$ cat src/rtl/ks_pkg.sv
// Shared types and elaboration helpers for the Kogge-Stone prefix adder.
package ks_pkg;

    // Per-bit generate/propagate pair carried through the prefix network.
    typedef struct packed {
        logic g;
        logic p;
    } ks_gp_t;

    // Number of set bits; the pipeline latency is 1 + popcount(PIPE_MASK).
    function automatic int popcount(input logic [31:0] v);
        int n;
        n = 32'sd0;
        for (int k = 0; k < 32; k++) begin
            if (v[k]) begin
                n = n + 32'sd1;
            end else begin
                n = n;
            end
        end
        return n;
    endfunction

    // True when v is a positive power of two.
    function automatic bit is_pow2(input int v);
        return (v > 32'sd0) && ((v & (v - 32'sd1)) == 32'sd0);
    endfunction

endpackage

$ cat src/rtl/ks_prefix_level.sv
// One Kogge-Stone prefix level: black cells at distance DIST, gray cells that
// fold the carry-in into bits already spanning down to bit 0, plus an optional
// pipeline register that advances on the shared stall enable.
module ks_prefix_level
    import ks_pkg::*;
#(
    parameter int WIDTH  = 32,
    parameter int DIST   = 1,
    parameter int SIDE_W = 34,
    parameter bit REG    = 1'b1
) (
    input  logic                  clk_i,
    input  logic                  rst_i,
    input  logic                  adv_i,
    input  logic                  valid_i,
    input  logic                  cin_i,
    input  ks_gp_t [WIDTH-1:0]    gp_i,
    input  logic   [SIDE_W-1:0]   side_i,
    output logic                  valid_o,
    output logic                  cin_o,
    output ks_gp_t [WIDTH-1:0]    gp_o,
    output logic   [SIDE_W-1:0]   side_o
);

    ks_gp_t [WIDTH-1:0] gp_d;

    for (genvar j = 0; j < WIDTH; j++) begin : g_cell
        if (j >= DIST) begin : g_black
            assign gp_d[j] = {gp_i[j].g | (gp_i[j].p & gp_i[j-DIST].g),
                              gp_i[j].p & gp_i[j-DIST].p};
        end else begin : g_gray
            // Group already reaches bit 0: absorb cin, propagate is then dead,
            // so absorbing again at later levels is harmless.
            assign gp_d[j] = {gp_i[j].g | (gp_i[j].p & cin_i), 1'b0};
        end
    end

    if (REG) begin : g_reg
        logic               valid_q;
        logic               cin_q;
        ks_gp_t [WIDTH-1:0] gp_q;
        logic [SIDE_W-1:0]  side_q;

        // Level register: everything moves together only when the pipe advances.
        always_ff @(posedge clk_i) begin
            if (rst_i) begin
                valid_q <= 1'b0;
                cin_q   <= 1'b0;
                gp_q    <= '0;
                side_q  <= '0;
            end else if (adv_i) begin
                valid_q <= valid_i;
                cin_q   <= cin_i;
                gp_q    <= gp_d;
                side_q  <= side_i;
            end
        end

        assign valid_o = valid_q;
        assign cin_o   = cin_q;
        assign gp_o    = gp_q;
        assign side_o  = side_q;
    end else begin : g_comb
        logic unused_ctrl;
        assign unused_ctrl = ^{clk_i, rst_i, adv_i};

        assign valid_o = valid_i;
        assign cin_o   = cin_i;
        assign gp_o    = gp_d;
        assign side_o  = side_i;
    end

endmodule

$ cat src/rtl/ks_adder_pipe.sv
// Pipelined Kogge-Stone adder/subtractor with a global-stall valid/ready pipe.
// Latency is 1 (input stage) + one cycle per bit set in PIPE_MASK; the bit for
// the last level places the register after result formation.
module ks_adder_pipe
    import ks_pkg::*;
#(
    parameter int                         WIDTH     = 32,
    parameter logic [$clog2(WIDTH)-1:0]   PIPE_MASK = {$clog2(WIDTH){1'b1}}
) (
    input  logic             clk,
    input  logic             rst,
    input  logic             in_valid,
    output logic             in_ready,
    input  logic [WIDTH-1:0] in_a,
    input  logic [WIDTH-1:0] in_b,
    input  logic             in_cin,
    input  logic             in_sub,
    output logic             out_valid,
    input  logic             out_ready,
    output logic [WIDTH-1:0] out_sum,
    output logic             out_cout,
    output logic             out_ovf
);

    localparam int LEVELS = $clog2(WIDTH);
    // Side band: {A msb, B' msb, original per-bit propagate}.
    localparam int SIDE_W = WIDTH + 2;

    if (!is_pow2(WIDTH) || (WIDTH < 4) || (WIDTH > 64)) begin : g_bad_width
        $error("ks_adder_pipe: WIDTH must be a power of two in 4..64");
    end

    logic adv;
    logic take;

    assign adv      = !out_valid || out_ready;
    assign in_ready = adv;
    assign take     = in_valid && adv;

    logic [WIDTH-1:0]   b_eff;
    logic               cin_d;
    ks_gp_t [WIDTH-1:0] gp_d;
    logic [SIDE_W-1:0]  side_d;

    // Operand conditioning: subtract is A + ~B + 1, cin is forced to 1.
    always_comb begin
        b_eff  = in_sub ? ~in_b : in_b;
        cin_d  = in_sub ? 1'b1 : in_cin;
        gp_d   = '0;
        for (int j = 0; j < WIDTH; j++) begin
            gp_d[j].g = in_a[j] & b_eff[j];
            gp_d[j].p = in_a[j] ^ b_eff[j];
        end
        side_d = {in_a[WIDTH-1], b_eff[WIDTH-1], in_a ^ b_eff};
    end

    logic               in_valid_q;
    logic               in_cin_q;
    ks_gp_t [WIDTH-1:0] in_gp_q;
    logic [SIDE_W-1:0]  in_side_q;

    // Input stage: valid shifts on every advance; operands load only on a
    // transfer so bubbles leave the datapath untouched.
    always_ff @(posedge clk) begin
        if (rst) begin
            in_valid_q <= 1'b0;
            in_cin_q   <= 1'b0;
            in_gp_q    <= '0;
            in_side_q  <= '0;
        end else begin
            if (adv) begin
                in_valid_q <= in_valid;
            end
            if (take) begin
                in_cin_q  <= cin_d;
                in_gp_q   <= gp_d;
                in_side_q <= side_d;
            end
        end
    end

    logic               lv_valid [LEVELS+1];
    logic               lv_cin   [LEVELS+1];
    ks_gp_t [WIDTH-1:0] lv_gp    [LEVELS+1];
    logic [SIDE_W-1:0]  lv_side  [LEVELS+1];

    assign lv_valid[0] = in_valid_q;
    assign lv_cin[0]   = in_cin_q;
    assign lv_gp[0]    = in_gp_q;
    assign lv_side[0]  = in_side_q;

    for (genvar i = 0; i < LEVELS; i++) begin : g_level
        ks_prefix_level #(
            .WIDTH  (WIDTH),
            .DIST   (32'sd1 << i),
            .SIDE_W (SIDE_W),
            .REG    ((i == LEVELS - 1) ? 1'b0 : PIPE_MASK[i])
        ) u_level (
            .clk_i   (clk),
            .rst_i   (rst),
            .adv_i   (adv),
            .valid_i (lv_valid[i]),
            .cin_i   (lv_cin[i]),
            .gp_i    (lv_gp[i]),
            .side_i  (lv_side[i]),
            .valid_o (lv_valid[i+1]),
            .cin_o   (lv_cin[i+1]),
            .gp_o    (lv_gp[i+1]),
            .side_o  (lv_side[i+1])
        );
    end

    ks_gp_t [WIDTH-1:0] fin_gp;
    logic [SIDE_W-1:0]  fin_side;
    logic               fin_cin;
    logic [WIDTH-1:0]   carry;
    logic [WIDTH-1:0]   res_sum;
    logic               res_cout;
    logic               res_ovf;

    assign fin_gp   = lv_gp[LEVELS];
    assign fin_side = lv_side[LEVELS];
    assign fin_cin  = lv_cin[LEVELS];

    // Final carries (folding cin into any group not yet gray-absorbed),
    // then sum bits and flags.
    always_comb begin
        carry   = '0;
        res_sum = '0;
        for (int j = 0; j < WIDTH; j++) begin
            carry[j] = fin_gp[j].g | (fin_gp[j].p & fin_cin);
        end
        res_sum[0] = fin_side[0] ^ fin_cin;
        for (int j = 1; j < WIDTH; j++) begin
            res_sum[j] = fin_side[j] ^ carry[j-1];
        end
        res_cout = carry[WIDTH-1];
        res_ovf  = (fin_side[WIDTH+1] == fin_side[WIDTH]) &&
                   (res_sum[WIDTH-1] != fin_side[WIDTH+1]);
    end

    if (PIPE_MASK[LEVELS-1]) begin : g_out_reg
        logic             out_valid_q;
        logic [WIDTH-1:0] out_sum_q;
        logic             out_cout_q;
        logic             out_ovf_q;

        // Output register: holds the result stable while the consumer stalls.
        always_ff @(posedge clk) begin
            if (rst) begin
                out_valid_q <= 1'b0;
                out_sum_q   <= '0;
                out_cout_q  <= 1'b0;
                out_ovf_q   <= 1'b0;
            end else if (adv) begin
                out_valid_q <= lv_valid[LEVELS];
                out_sum_q   <= res_sum;
                out_cout_q  <= res_cout;
                out_ovf_q   <= res_ovf;
            end
        end

        assign out_valid = out_valid_q;
        assign out_sum   = out_sum_q;
        assign out_cout  = out_cout_q;
        assign out_ovf   = out_ovf_q;
    end else begin : g_out_comb
        assign out_valid = lv_valid[LEVELS];
        assign out_sum   = res_sum;
        assign out_cout  = res_cout;
        assign out_ovf   = res_ovf;
    end

endmodule

$ cat config.mk
export PLATFORM = sky130hd
export DESIGN_NAME = ks_adder_pipe
export DESIGN_NICKNAME = d
export VERILOG_FILES = /design/src/rtl/ks_pkg.sv /design/src/rtl/ks_prefix_level.sv /design/src/rtl/ks_adder_pipe.sv
export SDC_FILE = /design/constraint.sdc
export NUM_CORES = 1
export LEC_CHECK = 0
export ABC_AREA = 1
export CAP_MARGIN = 10
export CORE_MARGIN = 4
export CORE_UTILIZATION = 32
export CTS_BUF_LIST = sky130_fd_sc_hd__clkbuf_8
export CTS_CLUSTER_DIAMETER = 40
export DETAILED_ROUTE_END_ITERATION = 10
export MAX_ROUTING_LAYER = met4
export PLACE_DENSITY_LB_ADDON = 0.12
export SYNTH_ARGS = -nofsm -noshare
export SYNTH_HDL_FRONTEND = slang
export SYNTH_HIERARCHICAL = 1
export SYNTH_SLANG_ARGS = --single-unit
export TNS_END_PERCENT = 30
$ cat constraint.sdc
create_clock -name clk -period 2.5 [get_ports clk]
set_clock_uncertainty 0.15 [all_clocks]
set_input_delay 0.375 -clock clk [delete_from_list [all_inputs] [get_ports clk]]
set_output_delay 0.375 -clock clk [all_outputs]
set_load 0.1 [all_outputs]
==> flow_summary.toml <==
[synthesis]
synth_top_area_frac = 0.459
postSynthCellCount = 2997
ys_types = 30
synth_area_um2 = 21300
yosysSeqAreaShare = 0.459
ys_warn_count = 6
syn_area_per_cell_um2 = 7.10
synthTopCellsByArea = "dfxtp_1 46%, nor2_1 13%, nand2_1 9.6%"
synth_area_leader_cell = "dfxtp_1"
ys_ff_latch = 488

[setup_path]
end_kind = "output port"
cp.arrival_ps = 1660
required_ps = 1980
path_max_fanout = 58
cp-start-kind = "flop"
critPathKind = "flop to output port"

[global_routing]
grt_max_degree = 106
grtUsageTotal = 0.177
grt_pass1_wl_mm = 98.2
antenna_found_initial = 1
grt_pass1_vias = 17516
grt_overflow = 0

[clock_network]
cts-buffers-inserted = 102
clockBufferDepth = 3
clk_latency_ps = 670
post_cts_resize_count = 0
clkTransAtPathRegs_ps = 50
cts_max_level = 3
root_buffer = "clkbuf_8"
cts_tree = "built"
cts_sinks = 488

[sta]
rsz0062_at_grt = "false"
worst-slew-pin-transition_ps = 716
hold_viol_final = 0
tns_ps = 0
period_minus_slack_ps = 2190
period_share = 0.874
slew_headroom = 0.523
maxSlewViolCount = 0
finalSetupViolations = 0
fmax_ghz = 0.458

[drt]
drt-initial-drc-count = 1282
firstDrtPassIters = 5
via_count = 18090
wire_per_inst_um = 15.4
routed_wl_mm = 61.3
drc_errors = 0
ant_nets = 0
routed_via_density = 4.54

[power_and_ir_drop]
clockPowerShare = 0.480
sequentialPowerShare = 0.449
power_density_nw_per_um2 = 751
totalPowerFinal_w = 0.0186
cellLeakagePower_nw = 10.5
p_comb_frac = 0.071
power_switching_share = 0.251
power.internal_w = 0.0139
ir_worst_vdd_uv = 314
p_switching_w = 0.00466

[floorplan]
coreArea_um2 = 65900
chipHeight_um = 266
dieArea_um2 = 70700
rows = 94
start_util = 0.323
die_width_um = 266
pin_count = 106

[status]
outcome = "completed"

[placed_design]
portBuffers = 105
hpwl_mm = 42.4
gp_congestion = 0.826

[flow_run]
maxCapViolations = 0

[cells_and_area]
area_growth_pct = 16.3
layout-drive-gt1-share = 0.0913
final_util = 0.376
final_nets = 3146

[min_path]
hold_class = "input port to flop"
## Yosys cell counts, drive strengths merged
cell / n
a21oi: 179
and2: 30
buf: 167
clkbuf: 67
clkinv: 1
conb: 5
dfxtp: 488
ha: 32
inv: 231
nand2: 574
nand3: 127
nor2: 739
o211ai: 1
o21ai: 293
o21bai: 30
xnor2: 2
xor2: 31
## layout make-up
class	instances	area (um^2)
Tap cell	864	1080
Clock buffer	129	1780
Timing Repair Buffer	151	1570
Antenna cell	1	2.50
Inverter	232	883
Fill cell	7116	41100
Multi-Input combinational cell	2069	9250
Clock inverter	54	434
Sequential cell	488	9770
## power by group through the flow
stage	Clock, W	Sequential [W]	Combinational (W)
6_report	0.00892	0.00834	0.00132
2_1_floorplan	0	0.00850	0.000872
3_5_place_dp	0	0.00851	0.00132
4_1_cts	0.00920	0.00835	0.00134
3_3_place_gp	0	0.00851	0.00131
5_1_grt	0.00962	0.00838	0.00151
## per-layer routing
| layer | up-vias | wire length [um] | GRT usage | share of wire |
|---|---|---|---|---|
| li1 | 9415 | - | - | - |
| met2 | 407 | 25700 | 0.254 | 0.42 |
| met1 | 8189 | 31500 | 0.255 | 0.51 |
| met3 | 79 | 2970 | 0.0296 | 0.048 |
| met5 | - | 0 | - | 0 |
| met4 | 0 | 1180 | 0.0523 | 0.019 |
## registers in the layout, summed over array words and instances, names as in the netlist
| register | flops |
|---|---|
| g_level.u_level/cin_o | 4 |
| g_level.u_level/gp_o | 241 |
| g_level.u_level/side_o | 136 |
| g_level.u_level/valid_o | 4 |
| in_cin_q | 1 |
| in_gp_q | 32 |
| in_side_q | 34 |
| in_valid_q | 1 |
| out_cout | 1 |
| out_ovf | 1 |
| out_sum | 32 |
| out_valid | 1 |
## cells by family (layout without fill, tap and decap cells)
logic type                 count (synthesis)  after routing  synth area share
AOI/OAI and AO/OA                        503            503             0.122
adders and majority gates                 32             32            0.0188
buffers and inverters                    466            566             0.111
other                                      5             32          0.000882
and+or+nand+nor                         1470           1470             0.275
DFF                                      488            488             0.459
xor gates and xnor gates                  33             33            0.0136
## metrics by stage
stage	instance area, um^2	cells	worst slack (ps)	hold WS [ps]
CTS	24800	3988	19.9	137
global placement	22500	3804	241	312
global route	24800	3988	191	147
floorplan	21400	3023	243	287
finish	24800	3988	315	177
detailed placement	22500	3804	232	308
## path summary, 6_finish.rpt
kind,start,endpoint,slack [ps],cells past startpoint
hold / removal,in_sub,in_side_q[32],180,3
hold reg to reg,g_level[1].u_level/gp_o[4],g_level[2].u_level/gp_o[5],310,2
setup / recovery,out_valid,in_ready,310,4
setup reg to reg,out_valid,g_level[1].u_level/side_o[13],610,7
## worst max-delay path, stage by stage, from the launching register on
cell and delay, ps:
dfxtp_2 330, inv_2 40, nor2_4 200, inv_8 160, buf_12 230
## layout by cell type, fill, tap and decap left out, types with 60 or more instances in the layout
master / instances
nor2_1: 737
nand2_1: 542
dfxtp_1: 486
o21ai_0: 277
inv_1: 249
a21oi_1: 179
clkbuf_8: 129
nand3_1: 127
clkdlybuf4s50_1: 67
buf_4: 60
## repair_timing
action                                  in CTS  in global routing
endpoints found under the hold margin       15                  0
setup buffers                                0                  0
hold buffers                                 1                  0
endpoints found under the setup margin       0                  1
(Power assumes the default switching activity.)
